--- config.mk ---
export PLATFORM = sky130hd
export DESIGN_NAME = uart_rx
export DESIGN_NICKNAME = d
export VERILOG_FILES = /design/src/rtl/uart_rx.sv
export SDC_FILE = /design/constraint.sdc
export NUM_CORES = 1
export LEC_CHECK = 0
export ABC_AREA = 1
export ABC_CLOCK_PERIOD_IN_PS = 2830
export CORE_MARGIN = 3
export CORE_UTILIZATION = 30
export DETAILED_ROUTE_END_ITERATION = 10
export GPL_ROUTABILITY_DRIVEN = 0
export PLACE_DENSITY_LB_ADDON = 0.1
export SYNTH_ARGS = -nofsm -noshare
export SYNTH_HDL_FRONTEND = slang
export SYNTH_SLANG_ARGS = --single-unit
--- constraint.sdc ---
create_clock -name CLK -period 2.83 [get_ports CLK]
set_input_delay 0.283 -clock CLK [delete_from_list [all_inputs] [get_ports CLK]]
set_output_delay 0.283 -clock CLK [all_outputs]
set_load 0.05 [all_outputs]
--- src/rtl/uart_rx.sv ---
// Serial receiver: majority-voted oversampling UART, parallel word out with per-frame error strobes.
// Latency: strobes assert (1+DATA_WIDTH+PAR_EN)*OVERSAMPLE + OVERSAMPLE/2 + 2 cycles after the synchronized start edge.
// Backpressure: none; strobes last one cycle and cannot be stalled, P_DATA holds until the next good word.
module uart_rx #(
  parameter int DATA_WIDTH = 8,
  parameter int OVERSAMPLE = 8
) (
  input  logic                  CLK,
  input  logic                  RST,
  input  logic                  RX_IN,
  input  logic                  PAR_EN,
  input  logic                  PAR_TYP,
  output logic [DATA_WIDTH-1:0] P_DATA,
  output logic                  DATA_VALID,
  output logic                  PAR_ERR,
  output logic                  STP_ERR
);

  localparam int H  = OVERSAMPLE / 2;
  localparam int CW = (OVERSAMPLE > 1) ? $clog2(OVERSAMPLE) : 1;
  localparam int BW = (DATA_WIDTH > 1) ? $clog2(DATA_WIDTH) : 1;

  localparam logic [CW-1:0] VOTE0   = CW'(H - 1);
  localparam logic [CW-1:0] VOTE1   = CW'(H);
  localparam logic [CW-1:0] RESOLVE = CW'(H + 1);
  localparam logic [CW-1:0] OS_LAST = CW'(OVERSAMPLE - 1);
  localparam logic [BW-1:0] BIT_LAST = BW'(DATA_WIDTH - 1);

  typedef enum logic [2:0] {IDLE, START, DATA, PARITY, STOP, WAIT_HIGH} state_t;

  logic                  rx_meta_q, rx_s_q;
  state_t                state_q, state_d;
  logic [CW-1:0]         edge_cnt_q, edge_cnt_d;
  logic [BW-1:0]         bit_cnt_q, bit_cnt_d;
  logic [1:0]            vote_q, vote_d;
  logic [DATA_WIDTH-1:0] shift_q, shift_d;
  logic [DATA_WIDTH:0]   shift_ext;
  logic                  par_en_q, par_en_d;
  logic                  par_typ_q, par_typ_d;
  logic                  par_bad_q, par_bad_d;
  logic [DATA_WIDTH-1:0] p_data_q, p_data_d;
  logic                  dv_q, dv_d;
  logic                  pe_q, pe_d;
  logic                  se_q, se_d;
  logic                  bit_val;
  logic                  par_exp;

  // Two-flop synchronizer; preset high so a reset never looks like a start edge.
  always_ff @(posedge CLK) begin
    if (RST) begin
      rx_meta_q <= 1'b1;
      rx_s_q    <= 1'b1;
    end else begin
      rx_meta_q <= RX_IN;
      rx_s_q    <= rx_meta_q;
    end
  end

  // Third vote is the live sample at the resolve point; the first two were captured earlier.
  assign bit_val   = (vote_q[0] & vote_q[1]) | (vote_q[0] & rx_s_q) | (vote_q[1] & rx_s_q);
  assign par_exp   = par_typ_q ? ~^shift_q : ^shift_q;
  assign shift_ext = {bit_val, shift_q};

  // Frame FSM next-state, sampling counters and output strobes.
  always_comb begin
    state_d    = state_q;
    edge_cnt_d = (edge_cnt_q == OS_LAST) ? '0 : edge_cnt_q + 1'b1;
    bit_cnt_d  = bit_cnt_q;
    vote_d     = vote_q;
    shift_d    = shift_q;
    par_en_d   = par_en_q;
    par_typ_d  = par_typ_q;
    par_bad_d  = par_bad_q;
    p_data_d   = p_data_q;
    dv_d       = 1'b0;
    pe_d       = 1'b0;
    se_d       = 1'b0;

    if (edge_cnt_q == VOTE0) vote_d[0] = rx_s_q;
    if (edge_cnt_q == VOTE1) vote_d[1] = rx_s_q;

    case (state_q)
      IDLE: begin
        edge_cnt_d = '0;
        if (!rx_s_q) begin
          state_d   = START;
          par_en_d  = PAR_EN;
          par_typ_d = PAR_TYP;
          par_bad_d = 1'b0;
          bit_cnt_d = '0;
        end
      end
      START: begin
        if (edge_cnt_q == RESOLVE && bit_val) begin
          // Start bit did not hold low through mid-bit: treat as a glitch.
          state_d    = IDLE;
          edge_cnt_d = '0;
        end else if (edge_cnt_q == OS_LAST) begin
          state_d = DATA;
        end
      end
      DATA: begin
        if (edge_cnt_q == RESOLVE) shift_d = shift_ext[DATA_WIDTH:1];
        if (edge_cnt_q == OS_LAST) begin
          if (bit_cnt_q == BIT_LAST) begin
            bit_cnt_d = '0;
            state_d   = par_en_q ? PARITY : STOP;
          end else begin
            bit_cnt_d = bit_cnt_q + 1'b1;
          end
        end
      end
      PARITY: begin
        if (edge_cnt_q == RESOLVE) par_bad_d = (bit_val != par_exp);
        if (edge_cnt_q == OS_LAST) state_d = STOP;
      end
      STOP: begin
        // Decide at mid stop bit so the next start edge is never missed.
        if (edge_cnt_q == RESOLVE) begin
          edge_cnt_d = '0;
          se_d       = ~bit_val;
          pe_d       = par_bad_q;
          if (bit_val && !par_bad_q) begin
            dv_d     = 1'b1;
            p_data_d = shift_q;
          end
          state_d = bit_val ? IDLE : WAIT_HIGH;
        end
      end
      WAIT_HIGH: begin
        // A held-low break reports once; wait for the line to return to idle.
        edge_cnt_d = '0;
        if (rx_s_q) state_d = IDLE;
      end
      default: begin
        state_d    = IDLE;
        edge_cnt_d = '0;
      end
    endcase
  end

  // State and datapath registers; reset drops any partial frame silently.
  always_ff @(posedge CLK) begin
    if (RST) begin
      state_q    <= IDLE;
      edge_cnt_q <= '0;
      bit_cnt_q  <= '0;
      vote_q     <= '0;
      shift_q    <= '0;
      par_en_q   <= 1'b0;
      par_typ_q  <= 1'b0;
      par_bad_q  <= 1'b0;
      p_data_q   <= '0;
      dv_q       <= 1'b0;
      pe_q       <= 1'b0;
      se_q       <= 1'b0;
    end else begin
      state_q    <= state_d;
      edge_cnt_q <= edge_cnt_d;
      bit_cnt_q  <= bit_cnt_d;
      vote_q     <= vote_d;
      shift_q    <= shift_d;
      par_en_q   <= par_en_d;
      par_typ_q  <= par_typ_d;
      par_bad_q  <= par_bad_d;
      p_data_q   <= p_data_d;
      dv_q       <= dv_d;
      pe_q       <= pe_d;
      se_q       <= se_d;
    end
  end

  assign P_DATA     = p_data_q;
  assign DATA_VALID = dv_q;
  assign PAR_ERR    = pe_q;
  assign STP_ERR    = se_q;

endmodule
Yosys cells after proc, flatten, opt, wreduce, memory -nomap -nowiden
Cells that the tools add are included.
{ "classes": {"n_eq_ne": 19, "n_reduce_logical": 16, "n_bitwise": 9, "n_addsub": 2, "muxes": 24} }
{ "op_table": {"columns": ["operator", "count"], "rows": [
  ["3-bit two-way mux", 16],
  ["3-bit equality test (second input constant)", 6],
  ["3-bit one-hot mux with 6 select lines", 1],
  ["2-bit inequality test (second input constant)", 7],
  ["3-bit by 2-bit equality test with 1-bit output (second input constant)", 3],
  ["3-bit one-hot mux with 3 select lines", 1],
  ["3-bit AND reduction", 3],
  ["8-bit XNOR reduction", 1],
  ["8-bit XOR reduction", 1],
  ["7-bit AND reduction", 1],
  ["3-bit by 1-bit adder with 3-bit output (second input constant)", 2],
  ["3-bit one-hot mux with 2 select lines", 1],
  ["1-bit two-way mux", 4],
  ["1-bit NOT", 4],
  ["2-bit AND reduction", 2],
  ["2-bit nonzero test", 2],
  ["1-bit bitwise AND", 3],
  ["3-bit by 1-bit equality test with 1-bit output (second input constant)", 1],
  ["3-bit zero test", 1],
  ["3-bit inequality test (second input constant)", 1],
  ["3-bit OR reduction", 1],
  ["1-bit logical AND", 2],
  ["1-bit bitwise OR", 2],
  ["1-bit one-hot mux with 2 select lines", 1],
  ["3 further kinds", 3]
]} }
{ "word_totals": {"register_bits": 35, "output_inout_bits": 11, "in_bits": 5, "elab_cells": 85} }

Longest topological paths before layout
Gate-level depths: netlist (run 1).
{ "depth": {"word_depth": 6, "mapped_depth": 10} }

Least setup slack after synthesis (run 1)
No wires, ideal clock.
{ "synth_path": {"kind": "reg2reg", "startpoint": "reg edge_cnt_q[0]", "endpoint": "reg state_q[0]", "period_less_slack_ps": 1358, "arrival_time_ps": 1244, "required_time_ps": 2717, "n_path_buf": 0, "slack_ps": 1472, "stages_incl_launch_ff": 10, "path_cell_list": "dfxtp_1 ha_1 ha_1 inv_1 nand2_2 o21ai_1 nor2_2 nand3b_4 o21ai_1 nor2_1"} }
{ "synth_between": {"elab_chain_cells": 4, "word_cells_on_any_way": 10} }
{ "synth_lines": {"columns": ["element", "line", "text"], "rows": [
  ["start: declaration", "33", "logic [CW-1:0] edge_cnt_q, edge_cnt_d;"],
  ["start signal: assignment", "159", "edge_cnt_q <= edge_cnt_d;"],
  ["3-bit equality test", "94, 119", null],
  ["1-bit logical AND", "94", "if (edge_cnt_q == RESOLVE && bit_val) begin"],
  ["3-bit inequality test (no line) or 3-bit two-way mux (tied branches)", null, null],
  ["7-bit AND reduction (no line) or 3-bit one-hot mux with 6 select lines (tied branches)", null, null],
  ["end signal: assignment", "158", "state_q <= state_d;"],
  ["end: declaration", "32", "state_t state_q, state_d;"]
]} }
Several ways; a longest one is shown, not always the timed one.
A chain may end at the register's enable or synchronous reset.

Final worst setup path (run 1)
{ "layout_path": {"startpoint": "reg p_data_q[5], in the netlist P_DATA[5]", "endpoint": "out P_DATA[5]"} }
{ "layout_lines": {"columns": ["element", "line", "text"], "rows": [
  ["start: declaration", "41", "logic [DATA_WIDTH-1:0] p_data_q, p_data_d;"],
  ["start signal: assignment", "166", "p_data_q <= p_data_d;"],
  ["end: declaration", "13", "output logic [DATA_WIDTH-1:0] P_DATA,"]
]} }
No word-level cell between the ends.

==> out/results.tsv, run 1 <==
stage	metric	value	unit
logic_synthesis	Post-Synth Simple-Gate Area	33.4	%
sta	final setup TNS	0	ns
critical_path	kind of critical path	reg2out	
drt	met1 WL	1810	um
critical_path	Crit-path slowest cell	clkdlybuf4s50_1	
pwr	Final Power	1.54	mW
critical_path	Worst Path Buf+Inv	1	
place	Port Buf Inserts	15	
cts	Clock Latency Late Sink	0.29	ns
drt	met3 wire length	122	um
global_route	vias in the first global route	1360	
die	FP Rows	26	
finish	final instance area	0.00205	sq mm
cts	Post-CTS Resized	0	
sta	FMAX	587	MHz
die	Initial Util	32.3	%
critical_path	CP top delay family	buffers and inverters	
logic_synthesis	Syn Inst Count	237	
sta	RSZ-0062 raised after global routing	no	
logic_synthesis	post-synthesis register bit count	35	
die	core area	0.00530	sq mm
critical_path	slowest stage delay, CP	0.80	ns
drt	Final Routed Wirelength	3370	um
sta	Setup violations, final	0	
drt	Detailed Routing Iterations Pass 1	4	
logic_synthesis	ys flop type	dfxtp_1	
cts	total clock sinks	35	
logic_synthesis	complex-gate fraction of the synthesized area	11.9	%
global_route	first-pass GRT wire length	6020	um
finish	Area Growth Syn to Fin	19.8	%
sta	Slew Viols, Final	0	
finish	# fillers	560	
logic_synthesis	XOR/XNOR share of the synthesized area	0	%
min_path	HP Class	reg2reg	
cts	clock root cell	clkbuf_8	
global_route	global-route usage over all layers	11.9	%
job	maxcap violations	0	
die	die area	0.00666	sq mm
logic_synthesis	Synth top area share	40.9	%
critical_path	Crit path required time	2.55	ns
die	Die Width	81.6	um
global_route	largest net degree at the start of global routing	22	
critical_path	Worst Path Arrival	1.42	ns
drt	Via density	4.45	
logic_synthesis	syn nets	249	
finish	layout cell share with drive strength beyond 1	12.9	%
finish	Antenna Cells	0	
logic_synthesis	area leader, netlist	dfxtp_1	
drt	vias after detailed routing	1451	
sta	Worst-Margin Slew	0.565	ns
cts	CTS tree	yes	
critical_path	Critical Path End Type	output port	
logic_synthesis	synthesized cell area	0.00171	sq mm
logic_synthesis	most frequent cell after synthesis	nand2_1	
cts	Max Buffers Root-to-Sink	2	
logic_synthesis	Synth Area per Inst	7.23	sq um
pwr	Leakage Power	0.867	nW
place	Post-DP Area	0.00194	sq mm
critical_path	worst path cell trace	clkdlybuf4s50_1	
sta	max_slew headroom	62.3	%
logic_synthesis	Distinct cells, synth	31	
logic_synthesis	post-synthesis mux area share	0	%
sta	period utilization	60.2	%
logic_synthesis	Post-synth ARST share	0	%
cts	CTS H-tree lvls	2	
cts	Post-CTS Hold Buffers	0	
cts	Worst-path clk slew	0.07	ns
logic_synthesis	Yosys warning total	0	
cts	TritonCTS buffer count	5	
pwr	Max rail drop VDD	364	uV
critical_path	Startpoint Class	flop	
place	DPL Wire Length	2580	um
sta	Hold Fails Final Rpt	0	
die	IO Count	16	
logic_synthesis	largest family of logic cells by synthesized area	simple AND/OR/NAND/NOR gates	
logic_synthesis	Post-Synth Adder-Cell Area	5.11	%
finish	Final #Nets	267	
drt	antenna-violating nets left	0	
status	status	complete, no violations	
global_route	grt ovf	0	
drt	top layer in use	met4	
drt	DRT iter0 DRCs	64	
sta	Layout Skew	0.00825	ns
logic_synthesis	dominant cells by area after synthesis	dfxtp_1, nand2_1, nor2_1	
pwr	pwr/cell area	748	mW/mm^2
logic_synthesis	Seq/Total Area, Yosys	40.9	%
drt	Residual DRC	0	
sta	Tmin final	1.70	ns
logic_synthesis	Synth top cells by count	nand2_1, dfxtp_1, nor2_1	
global_route	antenna violations before repair	0	
drt	WL/cell	10.3	um
drt	met2 wire len	1380	um
die	chip height	81.6	um
critical_path	CP max FO	2	
logic_synthesis	number of enable flip-flop cells after synthesis	0	
cts	postcts setup bufs	0	
==> sequential cells by signal (all words and copies together), names as in the netlist, 2 cells and up <==
| name | cells |
|---|---|
| P_DATA | 8 |
| shift_q | 8 |
| bit_cnt_q | 3 |
| edge_cnt_q | 3 |
| state_q | 3 |
| vote_q | 2 |
==> final timing paths <==
path,from,to,slack (ns),cells after the start
setup / recovery,P_DATA[5],P_DATA[5],1.13,1
hold / removal,rx_meta_q,rx_s_q,0.41,1
setup reg to reg,edge_cnt_q[0],state_q[2],1.30,9
hold reg to reg,rx_meta_q,rx_s_q,0.41,1
==> kinds of logic after synthesis <==
| family | Yosys count |
|---|---|
| buf+inv | 37 |
| compound gates | 39 |
| fa+ha+maj | 7 |
| simple gates | 119 |
| flops | 35 |
==> layout by cell type (no fill, tap or decap), types with 2 or more instances in the layout <==
cell type | synthesis | routed
nand2_4 | 2 | 2
inv_2 | 8 | 8
clkdlybuf4s50_1 | 0 | 15
nand3_1 | 16 | 16
nor2_2 | 2 | 2
dfxtp_1 | 35 | 35
a21oi_1 | 16 | 16
nor3_1 | 3 | 3
clkbuf_8 | 0 | 6
nand2_1 | 56 | 56
o21ai_0 | 2 | 2
nor2_1 | 28 | 28
ha_1 | 7 | 7
or2_2 | 2 | 2
nand2_2 | 3 | 3
o21ai_1 | 18 | 18
inv_1 | 22 | 22
==> final cells by class <==
| class | instances | area, sq um | share of cell area (%) |
|---|---|---|---|
| well taps | 70 | 87.6 | 4.27 |
| flip-flops and latches | 35 | 701 | 34.1 |
| repair buffers | 16 | 158 | 7.68 |
| inverters | 32 | 125 | 6.09 |
| clock buffers | 6 | 82.6 | 4.02 |
| multi-input cells | 165 | 865 | 42.1 |
| clock inverters | 2 | 35.0 | 1.71 |
==> where the power goes <==
group	internal (mW)	switching [mW]	leakage (nW)
Combinational	0.178	0.294	0.523
Clock	0.285	0.184	0.0612
Sequential	0.533	0.0615	0.283
==> layer usage <==
layer / vias up / GRT usage (%)
li1: 791 / -
met1: 640 / 16.2
met2: 14 / 17.2
met3: 6 / 4.06
met4: 0 / 4.49
met5: - / 0
==> per-stage QoR <==
stage	instances	hold WS [ns]	utilization [%]	setup WS (ns)
finish	326	0.407	38.7	1.13
global route	326	0.417	38.7	1.06
detailed placement	318	0.393	36.5	1.08
CTS	326	0.410	38.7	1.10
global placement	318	0.398	36.5	1.13
floorplan	237	0.387	-	1.47
No activity file was read; power rests on OpenSTA's default activity.
==> inputs of run 2 (changes only) <==
--- a/config.mk
+++ b/config.mk
@@ -6,7 +6,7 @@
 export NUM_CORES = 1
 export LEC_CHECK = 0
 export ABC_AREA = 1
-export ABC_CLOCK_PERIOD_IN_PS = 2830
+export ABC_CLOCK_PERIOD_IN_PS = 1600
 export CORE_MARGIN = 3
 export CORE_UTILIZATION = 30
 export DETAILED_ROUTE_END_ITERATION = 10
==> constraint.sdc (replaced) <==
create_clock -name CLK -period 1.6 [get_ports CLK]
set_input_delay 0.16 -clock CLK [delete_from_list [all_inputs] [get_ports CLK]]
set_output_delay 0.16 -clock CLK [all_outputs]
set_load 0.05 [all_outputs]
==> run 2 against run 1 <==
Against the previous run:
- die area stayed put
- clock power up 38%
- critical path type is now reg2reg
- register-to-register slack lost 1.2 ns
- worst hold slack improved by 0.0039 ns
- design area grew 0.67%
- sequential share of layout area about the same
- wire length is 6.5% higher
- combinational power up 94%
- sequential cell count unchanged
==> out/results.tsv, run 2 (synthesis gave the netlist of run 1 again) <==
stage	metric	value	unit	change
critical_path	Worst Path Arrival	1.66	ns	+0.24 ns
die	chip height	81.6	um	unchanged
sta	RSZ-0062 raised after global routing	no		
die	die area	0.00666	sq mm	unchanged
cts	Clock Latency Late Sink	0.28	ns	about the same
sta	final worst slack	0.122	ns	-1.00 ns
die	core area	0.00530	sq mm	unchanged
pwr	Max rail drop VDD	435	uV	+20%
min_path	HP Class	reg2reg		
critical_path	Startpoint Class	flop		
global_route	antenna violations before repair	0		unchanged
global_route	grt ovf	0		unchanged
sta	max_slew headroom	77.8	%	+16 points
finish	final instance area	0.00207	sq mm	+0.67%
place	placed cells	319		+0.31%
sta	Worst-Margin Slew	0.330	ns	-0.235 ns
die	Initial Util	32.3	%	unchanged
drt	Detailed Routing Iterations Pass 1	4		unchanged
global_route	first-pass GRT wire length	6070	um	+0.81%
finish	Area Growth Syn to Fin	20.6	%	
cts	postcts setup bufs	0		unchanged
finish	Antenna Cells	0		unchanged
drt	antenna-violating nets left	0		unchanged
place	Post-DP Area	0.00192	sq mm	-1.0%
drt	Via density	4.44		-0.28%
finish	# fillers	563		+0.54%
drt	WL/cell	11.0	um	+6.5%
global_route	vias in the first global route	1325		-2.6%
pwr	Leakage Power	0.896	nW	+3.3%
die	IO Count	16		unchanged
critical_path	launch point of the worst path	edge_cnt_q[2]		
critical_path	R2R Setup Slk	0.12	ns	-1.18 ns
status	status	complete, no violations		
critical_path	Worst Reg2Reg Path Length in Cells	8		-1
critical_path	r2r startpoint	edge_cnt_q[2]		
drt	Final Routed Wirelength	3590	um	+6.5%
sta	final setup TNS	0	ns	unchanged
drt	vias after detailed routing	1447		-0.28%
place	DPL Wire Length	2670	um	+3.5%
sta	Slew Viols, Final	0		unchanged
critical_path	CP max FO	6		+4
sta	Hold Fails Final Rpt	0		unchanged
finish	utilization after layout	39.0	%	+0.26 points
finish	Final #Nets	268		+0.37%
die	Die Width	81.6	um	unchanged
pwr	Final Power	2.63	mW	+71%
place	Port Buf Inserts	15		unchanged
cts	Max Buffers Root-to-Sink	2		unchanged
critical_path	Worst R2R End	state_q[0]		
cts	total clock sinks	35		unchanged
finish	layout cell share with drive strength beyond 1	21.9	%	+9.0 points
finish	Layout Cells excl Fill	326		unchanged
global_route	largest net degree at the start of global routing	22		unchanged
die	FP Rows	26		unchanged
sta	period utilization	92.4	%	
critical_path	CP Capture Point	state_q[0]		
critical_path	Critical Path End Type	flop		
cts	CTS H-tree lvls	2		unchanged
cts	TritonCTS buffer count	5		unchanged
global_route	global-route usage over all layers	11.9	%	+0.023 points
drt	DRT iter0 DRCs	54		-16%
drt	Residual DRC	0		unchanged
critical_path	kind of critical path	reg2reg		
cts	Worst-path clk slew	0.07	ns	about the same
place	Setup WS pre-CTS	0.0734	ns	-1.01 ns
finish	most frequent cells in the layout	nand2_1, dfxtp_1, nor2_1, inv_1, a21oi_1		
finish	most common cell after layout, fill and taps aside	nand2_1		
sta	Hold WS	0.411	ns	+0.00386 ns
cts	CTS tree	yes		
sta	Setup violations, final	0		unchanged
pwr	pwr/cell area	1270	mW/mm^2	+70%
job	maxcap violations	0		unchanged
sta	Tmin final	1.48	ns	
critical_path	Crit path required time	1.78	ns	-0.77 ns
cts	clock root cell	clkbuf_8		
sta	FMAX	677	MHz	
sta	Layout Skew	0.00517	ns	-0.00308 ns
run 2: cell types whose count changed in the layout (fill, tap and decap cells not counted), sizes merged:
cell and delta:
clkdlybuf4s50 -11, clkinvlp +1, bufinv -1, buf +12, clkinv -1
run 2: how the worst min path moves through the flow:
stage	from	endpoint	slack [ns]	cells past startpoint
after floorplan	RX_IN	rx_meta_q	0.26	1
after global placement	rx_meta_q	rx_s_q	0.39	1
after detailed placement	rx_meta_q	rx_s_q	0.40	1
after CTS	rx_meta_q	rx_s_q	0.41	1
after global routing	RX_IN	rx_meta_q	0.43	2
final	rx_meta_q	rx_s_q	0.41	1
run 2: what timing repair did:
action | 4_1_cts | 5_1_grt
resized for setup | 0 | 15
hold buffers | 0 | 0
setup endpoints to repair | 0 | 5
run 2: power breakdown:
part / switching [mW] / internal [mW] / total (mW)
combinational: 0.580 / 0.336 / 0.916
sequential: 0.121 / 0.949 / 1.07
clock: 0.307 / 0.338 / 0.645
total: 1.01 / 1.62 / 2.63
run 2: cell type report:
cell class	count	area [sq um]	share of cell area (%)
Multi-Input combinational cell	165	921	44.6
Sequential cell	35	704	34.1
Timing Repair Buffer	17	138	6.66
Inverter	32	129	6.23
Tap cell	70	87.6	4.24
Clock buffer	6	82.6	4.00
Clock inverter	1	5.00	0.242
run 2: metal layers:
layer | GRT usage [%] | part of all wire [%] | vias up
met1 | 16.0 | 52 | 628
met3 | 2.96 | 3.2 | 6
met5 | 0 | 0 | -
met4 | 4.49 | 1.4 | 0
met2 | 18.3 | 44 | 17
li1 | - | - | 796
run 2: critical path: stages (launching register included):
cell      delay [ns]
dfxtp_1         0.49
ha_4            0.19
inv_1           0.06
nand2_2         0.08
o21ai_1         0.07
nor2_2          0.16
nand3b_4        0.13
o21ai_2         0.13
nor2_1          0.05
==> inputs of run 3 (changes only) <==
--- a/config.mk
+++ b/config.mk
@@ -15,3 +15,4 @@
 export SYNTH_ARGS = -nofsm -noshare
 export SYNTH_HDL_FRONTEND = slang
 export SYNTH_SLANG_ARGS = --single-unit
+export TNS_END_PERCENT = 5
==> results of run 3 <==
No change in the layout: final DEF, timing and power equal those of run 2.
